## src/rtl/serial_subtractor_if.sv

```systemverilog
`default_nettype none
// ============================================================================
// Module      : serial_subtractor_if
// Description : Valid/ready bundle for the serial subtractor. The producer
//               side (master) presents operands and accepts results; the
//               subtractor (slave) consumes operands and presents results.
//   in_valid  : operands a/b presented        (master -> slave)
//   in_ready  : subtractor can take operands  (slave  -> master)
//   a, b      : minuend / subtrahend, SIZE bits
//   out_valid : result available              (slave  -> master)
//   out_ready : consumer takes the result     (master -> slave)
//   out       : (a - b) mod 2^SIZE
//   underflow : final borrow, 1 iff a < b unsigned
// Revision    : 1.0 - initial release
// ============================================================================
interface serial_subtractor_if #(
  parameter int SIZE = 24
) ();

  logic            in_valid;
  logic            in_ready;
  logic [SIZE-1:0] a;
  logic [SIZE-1:0] b;
  logic            out_valid;
  logic            out_ready;
  logic [SIZE-1:0] out;
  logic            underflow;

  modport master (
    output in_valid,
    output a,
    output b,
    output out_ready,
    input  in_ready,
    input  out_valid,
    input  out,
    input  underflow
  );

  modport slave (
    input  in_valid,
    input  a,
    input  b,
    input  out_ready,
    output in_ready,
    output out_valid,
    output out,
    output underflow
  );

endinterface : serial_subtractor_if
`default_nettype wire

```

## src/rtl/serial_subtractor.sv

```systemverilog
`default_nettype none
// ============================================================================
// Module      : serial_subtractor
// Description : Multi-cycle unsigned subtractor, out = a - b over SIZE bits,
//               CHUNK bits per cycle, least significant slice first, with
//               the borrow carried between slices. Valid/ready on both ends;
//               one operation in flight at a time.
//   clk       : rising-edge clock
//   rst_n     : asynchronous active-low reset
//   bus       : serial_subtractor_if.slave (in_valid/in_ready/a/b,
//               out_valid/out_ready/out/underflow)
//   SIZE      : operand/result width (default 24)
//   CHUNK     : bits processed per cycle (default 8), SIZE % CHUNK == 0
// Latency     : SIZE/CHUNK cycles from accept to out_valid; one operation
//               every SIZE/CHUNK + 2 cycles with out_ready held high.
// Revision    : 1.0 - initial release
// ============================================================================
module serial_subtractor #(
  parameter int SIZE  = 24,
  parameter int CHUNK = 8
) (
  input  wire logic           clk,
  input  wire logic           rst_n,
  serial_subtractor_if.slave  bus
);

  // --------------------------------------------------------------------------
  // Derived constants
  // --------------------------------------------------------------------------
  localparam int c_n     = SIZE / CHUNK;
  // Keep the counter at least one bit wide so N = 1 still elaborates.
  localparam int c_cnt_w = (c_n > 1) ? $clog2(c_n) : 1;
  localparam logic [c_cnt_w-1:0] c_last = c_cnt_w'(c_n - 1);

  generate
    if ((CHUNK < 1) || (SIZE < CHUNK) || ((SIZE % CHUNK) != 0)) begin : g_bad_chunk
      $error("serial_subtractor: SIZE (%0d) must be a positive multiple of CHUNK (%0d)",
             SIZE, CHUNK);
    end
  endgenerate

  // --------------------------------------------------------------------------
  // State machine
  // --------------------------------------------------------------------------
  typedef enum logic [1:0] {
    S_IDLE = 2'd0,
    S_BUSY = 2'd1,
    S_DONE = 2'd2
  } state_t;

  state_t r_state;
  state_t w_state_next;

  logic w_in_ready;
  logic w_out_valid;
  logic w_accept;
  logic w_last;

  // --------------------------------------------------------------------------
  // Datapath registers
  // --------------------------------------------------------------------------
  logic [SIZE-1:0]    r_a;
  logic [SIZE-1:0]    r_b;
  logic [SIZE-1:0]    r_res;
  logic [c_cnt_w-1:0] r_cnt;
  logic               r_borrow;
  logic               r_underflow;

  logic [CHUNK-1:0]   w_a_slice;
  logic [CHUNK-1:0]   w_b_slice;
  logic [CHUNK:0]     w_sub;
  logic [SIZE-1:0]    w_res_next;

  // Handshake flags come straight from the registered state, so out_valid
  // never has a combinational path from out_ready.
  assign w_accept = (r_state == S_IDLE) && bus.in_valid;
  assign w_last   = (r_cnt == c_last);

  always_ff @(posedge clk or negedge rst_n) begin
    if (!rst_n) begin
      r_state <= S_IDLE;
    end else begin
      r_state <= w_state_next;
    end
  end

  always_comb begin
    w_state_next = r_state;
    w_in_ready   = 1'b0;
    w_out_valid  = 1'b0;
    case (r_state)
      S_IDLE: begin
        w_in_ready = 1'b1;
        if (bus.in_valid) begin
          w_state_next = S_BUSY;
        end
      end
      S_BUSY: begin
        if (w_last) begin
          w_state_next = S_DONE;
        end
      end
      S_DONE: begin
        w_out_valid = 1'b1;
        if (bus.out_ready) begin
          w_state_next = S_IDLE;
        end
      end
      default: begin
        w_state_next = S_IDLE;
      end
    endcase
  end

  // --------------------------------------------------------------------------
  // Slice select: pick the operand bits addressed by the slice counter.
  // --------------------------------------------------------------------------
  always_comb begin
    w_a_slice = '0;
    w_b_slice = '0;
    for (int i = 0; i < c_n; i++) begin
      if (r_cnt == c_cnt_w'(i)) begin
        w_a_slice = r_a[i*CHUNK +: CHUNK];
        w_b_slice = r_b[i*CHUNK +: CHUNK];
      end
    end
  end

  // One CHUNK+1 bit subtract per cycle. The extra top bit goes to 1 exactly
  // when the slice needs a borrow from the next slice up (the most negative
  // result, 0 - (2^CHUNK-1) - 1 = -2^CHUNK, still has that bit set).
  assign w_sub = {1'b0, w_a_slice} - {1'b0, w_b_slice} - {{CHUNK{1'b0}}, r_borrow};

  // Result merge: only the addressed slice is replaced.
  always_comb begin
    w_res_next = r_res;
    for (int i = 0; i < c_n; i++) begin
      if (r_cnt == c_cnt_w'(i)) begin
        w_res_next[i*CHUNK +: CHUNK] = w_sub[CHUNK-1:0];
      end
    end
  end

  // --------------------------------------------------------------------------
  // Datapath sequential logic
  // --------------------------------------------------------------------------
  always_ff @(posedge clk or negedge rst_n) begin
    if (!rst_n) begin
      r_a         <= '0;
      r_b         <= '0;
      r_res       <= '0;
      r_cnt       <= '0;
      r_borrow    <= 1'b0;
      r_underflow <= 1'b0;
    end else begin
      case (r_state)
        S_IDLE: begin
          // Operands are sampled only on an accept; the result register and
          // underflow keep the previous answer until the next one lands.
          if (w_accept) begin
            r_a      <= bus.a;
            r_b      <= bus.b;
            r_cnt    <= '0;
            r_borrow <= 1'b0;
          end
        end
        S_BUSY: begin
          r_res    <= w_res_next;
          r_borrow <= w_sub[CHUNK];
          if (w_last) begin
            r_cnt       <= '0;
            r_underflow <= w_sub[CHUNK];
          end else begin
            r_cnt <= r_cnt + c_cnt_w'(1);
          end
        end
        default: begin
        end
      endcase
    end
  end

  // --------------------------------------------------------------------------
  // Outputs
  // --------------------------------------------------------------------------
  assign bus.in_ready  = w_in_ready;
  assign bus.out_valid = w_out_valid;
  assign bus.out       = r_res;
  assign bus.underflow = r_underflow;

endmodule : serial_subtractor
`default_nettype wire
```

## src/flat_wrapper.sv

```systemverilog
// flat-port wrapper written by rule: the top's interface ports become plain ports
module serial_subtractor_flat 
#(
  parameter int SIZE  = 24,
  parameter int CHUNK = 8
)
  (clk, rst_n, bus_in_valid, bus_a, bus_b, bus_out_ready, bus_in_ready, bus_out_valid, bus_out, bus_underflow);
  serial_subtractor_if #(.SIZE(SIZE)) bus_i ();
  input  wire logic clk;
  input  wire logic rst_n;
  input wire logic [$bits(bus_i.in_valid)-1:0] bus_in_valid;
  input wire logic [$bits(bus_i.a)-1:0] bus_a;
  input wire logic [$bits(bus_i.b)-1:0] bus_b;
  input wire logic [$bits(bus_i.out_ready)-1:0] bus_out_ready;
  output wire logic [$bits(bus_i.in_ready)-1:0] bus_in_ready;
  output wire logic [$bits(bus_i.out_valid)-1:0] bus_out_valid;
  output wire logic [$bits(bus_i.out)-1:0] bus_out;
  output wire logic [$bits(bus_i.underflow)-1:0] bus_underflow;
  assign bus_i.in_valid = bus_in_valid;
  assign bus_i.a = bus_a;
  assign bus_i.b = bus_b;
  assign bus_i.out_ready = bus_out_ready;
  assign bus_in_ready = bus_i.in_ready;
  assign bus_out_valid = bus_i.out_valid;
  assign bus_out = bus_i.out;
  assign bus_underflow = bus_i.underflow;
  serial_subtractor #(.SIZE(SIZE), .CHUNK(CHUNK)) u_core (.clk(clk), .rst_n(rst_n), .bus(bus_i));
endmodule
```

## config.mk

```make
export PLATFORM = sky130hd
export DESIGN_NAME = serial_subtractor_flat
export DESIGN_NICKNAME = d
export VERILOG_FILES = /design/src/rtl/serial_subtractor_if.sv /design/src/rtl/serial_subtractor.sv /design/src/flat_wrapper.sv
export SDC_FILE = /design/constraint.sdc
export NUM_CORES = 1
export LEC_CHECK = 0
export CAP_MARGIN = 20
export CORE_MARGIN = 1
export CORE_UTILIZATION = 55
export DETAILED_ROUTE_END_ITERATION = 8
export PLACE_DENSITY_LB_ADDON = 0.2
export SETUP_SLACK_MARGIN = 0.02
export SLEW_MARGIN = 10
export SYNTH_ARGS = -nofsm -noshare
export SYNTH_HDL_FRONTEND = slang
export SYNTH_SLANG_ARGS = --single-unit
```

## constraint.sdc

```tcl
create_clock -name clk -period 4.9 [get_ports clk]
set_input_delay 0.98 -clock clk [delete_from_list [all_inputs] [get_ports clk]]
set_output_delay 0.98 -clock clk [all_outputs]
set_load 0.005 [all_outputs]
```

==> results.tsv <==
stage	metric	value	unit
sta	fin_crit	3.34	ns
place	finalWeightedCongestion	0.824	
critical_path	slowest_delay	0.70	ns
detailed_routing	drcViolationCount	0	
sta	grt_setup_unrepaired	false	
cells_and_area	drive_gt1_share	12.0	%
power	leakage	2.04	nW
global_route	antenna_found_initial	0	
logic_synthesis	synth_ff_type	dfrtp_1	
critical_path	crit_path_max_fanout	22	
detailed_routing	dr.pass1.iters	4	
logic_synthesis	synth_common_cells	dfrtp_1, nand2_1, mux2_2	
clocking	numCtsBuffers	9	
cells_and_area	layout.nets	454	
die	core_area	6390	um2
clocking	post_cts_buffers	0	
clocking	cts_buffer_depth	2	
sta	worst_pin_slew	1.06	ns
global_route	grt_remaining_overflow	0	
detailed_routing	via_count	2536	
detailed_routing	wl_per_cell	14.9	um
sta	hold_viol_final	0	
logic_synthesis	syn_avg_cell_area	11.7	um2
critical_path	path_cells	nor2b_1 > buf_4 > nand2_1 > o21ai_0 > ha_1 > inv_1 > ha_1 > o21a_1 > and3_1 > a211oi_2 > xor2_1 > o21ai_0	
critical_path	reg2reg_slack	1.56	ns
logic_synthesis	yosys.cell_count.top_type	dfrtp_1	
critical_path	crit_slowest_cell	dfrtp_1	
detailed_routing	drtIter0Drc	73	
logic_synthesis	synth_edf_count	0	
logic_synthesis	synthTopCellsByArea	dfrtp_1, mux2_2, mux2_1, mux2i_1, ha_1	
critical_path	crit_type	register to register	
power	p_per_area	849	nW/um2
clocking	root_buffer	clkbuf_8	
status	outcome	completed	
worst_hold_path	hp-class	register to register	
global_route	grt_pass1_vias	2589	
logic_synthesis	syn_nets	378	
critical_path	arrival	3.54	ns
sta	slew_viol_final	0	
logic_synthesis	ys_seq_area_share	53.3	%
logic_synthesis	synthDistinctLibCells	36	
die	die_y	83.6	um
logic_synthesis	synth-seq-cells	78	
critical_path	worstPathRequired	5.10	ns
die	num_io_pins	79	
die	fp.dieW	83.6	um
die	num_rows	29	
critical_path	startpoint_type	register	
place	post-place-ws	1.60	ns
sta	setup_viol	0	
logic_synthesis	syn_inst	312	
global_route	grt_pass1_wl	12000	um
die	start_util	57.3	%
detailed_routing	totalWireLength	6980	um
clocking	htreeDepth	3	
flow_run	cap_violations	0	
logic_synthesis	synthArstFlopShare	100	%
cells_and_area	final_core_util	73.2	%
place	hpwl	5170	um
clocking	clkTransAtPathRegs	0.08	ns
sta	slew_headroom	29.2	%
cells_and_area	area_delta_synth_final	27.7	%
clocking	ctsHoldBuffers	0	
global_route	grtUsageTotal	21.9	%
cells_and_area	fill_cells	492	
sta	hold_ws	0.480	ns
clocking	cts_tree	built	
place	io_buffers	78	
critical_path	cp-end-kind	register	
die	die_area	6980	um2
cells_and_area	seqCellArea	1950	um2
detailed_routing	routed_via_density	5.41	
sta	finClkSkew	0.00799	ns
logic_synthesis	yosysTopAreaCell	dfrtp_1	
power	irDropWorstVdd	0.520	mV
logic_synthesis	yosys_warnings	0	
sta	min_period_over_period	68.2	%
detailed_routing	route.antenna.remaining_nets	0	
sta	fmax	0.299	GHz
cells_and_area	multi_input_area	1570	um2
clocking	cts.sinks	78	
logic_synthesis	synth_top_area_share	53.3	%
clocking	clk_latency	0.34	ns
sta	finalSetupTns	0	ns
global_route	grt_max_degree	79	
cells_and_area	antennaDiodeCount	0	
clocking	cts_resized	0	
sta	finalWorstSetupSlack	1.56	ns
logic_synthesis	syn-cell-area	3660	um2
==> per-stage QoR <==
| stage | total power [mW] | instance area [um2] | instances |
|---|---|---|---|
| after global placement | 3.39 | 4470 | 454 |
| after floorplan | 2.82 | 3660 | 312 |
| after detailed placement | 3.50 | 4470 | 454 |
| after CTS | 4.02 | 4670 | 469 |
| after global routing | 4.31 | 4670 | 469 |
| final | 3.97 | 4670 | 469 |
==> where the power goes <==
part / internal, mW / switching (mW) / total, mW
Sequential: 0.982 / 0.192 / 1.17
Combinational: 1.09 / 1.21 / 2.29
Clock: 0.284 / 0.217 / 0.501
==> cell usage in the layout (no fill, tap or decap), types with 3 or more instances in the layout <==
cell type and count:
a21oi_1 11, buf_4 3, clkbuf_8 9, clkdlybuf4s50_1 77, dfrtp_1 78, ha_1 12
inv_1 14, mux2_1 23, mux2_2 25, mux2i_1 17, nand2_1 37, nand2b_1 6
nor2_1 12, o21ai_0 23, o21ai_1 10, o31a_1 3, xor2_1 5
==> per-layer routing <==
layer  part of all wire [%]  track usage (%)  wire length [um]
met1                     45             28.6              3130
met2                     49             36.1              3430
met3                    4.1             3.86               284
met4                    1.9             9.09               136
met5                      0                0                 0
==> final cells by class <==
type | count | share of cell area (%)
Clock buffer | 11 | 2.81
Sequential cell | 78 | 41.8
Timing Repair Buffer | 80 | 17.0
Tap cell | 77 | 2.06
Multi-Input combinational cell | 205 | 33.7
Inverter | 14 | 1.12
Clock inverter | 4 | 1.55
==> critical path: cells and delay by family, from the launching register on <==
| kind | cells | cell delay, ns |
|---|---|---|
| simple gates | 3 | 0.71 |
| flops | 1 | 0.70 |
| compound gates | 4 | 0.65 |
| fa+ha+maj | 2 | 0.54 |
| buf+inv | 2 | 0.33 |
| xor+xnor | 1 | 0.25 |
==> state kept, by name, summed over array words and instances, names as in the netlist <==
signal and flops:
u_core.bus.out 24, u_core.bus.underflow 1, u_core.r_a 24, u_core.r_b 24, u_core.r_borrow 1, u_core.r_cnt 2
u_core.r_state 2
==> worst paths after layout <==
path,startpoint,endpoint,depth (start not counted)
min reg2reg,u_core.bus.out[19],u_core.bus.out[19],2
max in group asynchronous,rst_n,u_core.r_a[0],1
min in group asynchronous,rst_n,u_core.r_b[0],1
max,u_core.r_cnt[1],u_core.bus.out[15],12
min,u_core.bus.out[19],u_core.bus.out[19],2
max reg2reg,u_core.r_cnt[1],u_core.bus.out[15],12
==> cells by family after synthesis <==
group           share of synthesized area (%)
flops                                    53.3
mux                                      19.4
simple gates                             7.73
compound gates                           9.20
buf+inv                                  3.69
fa+ha+maj                                5.20
xor+xnor                                 1.44
(Power assumes the default switching activity.)
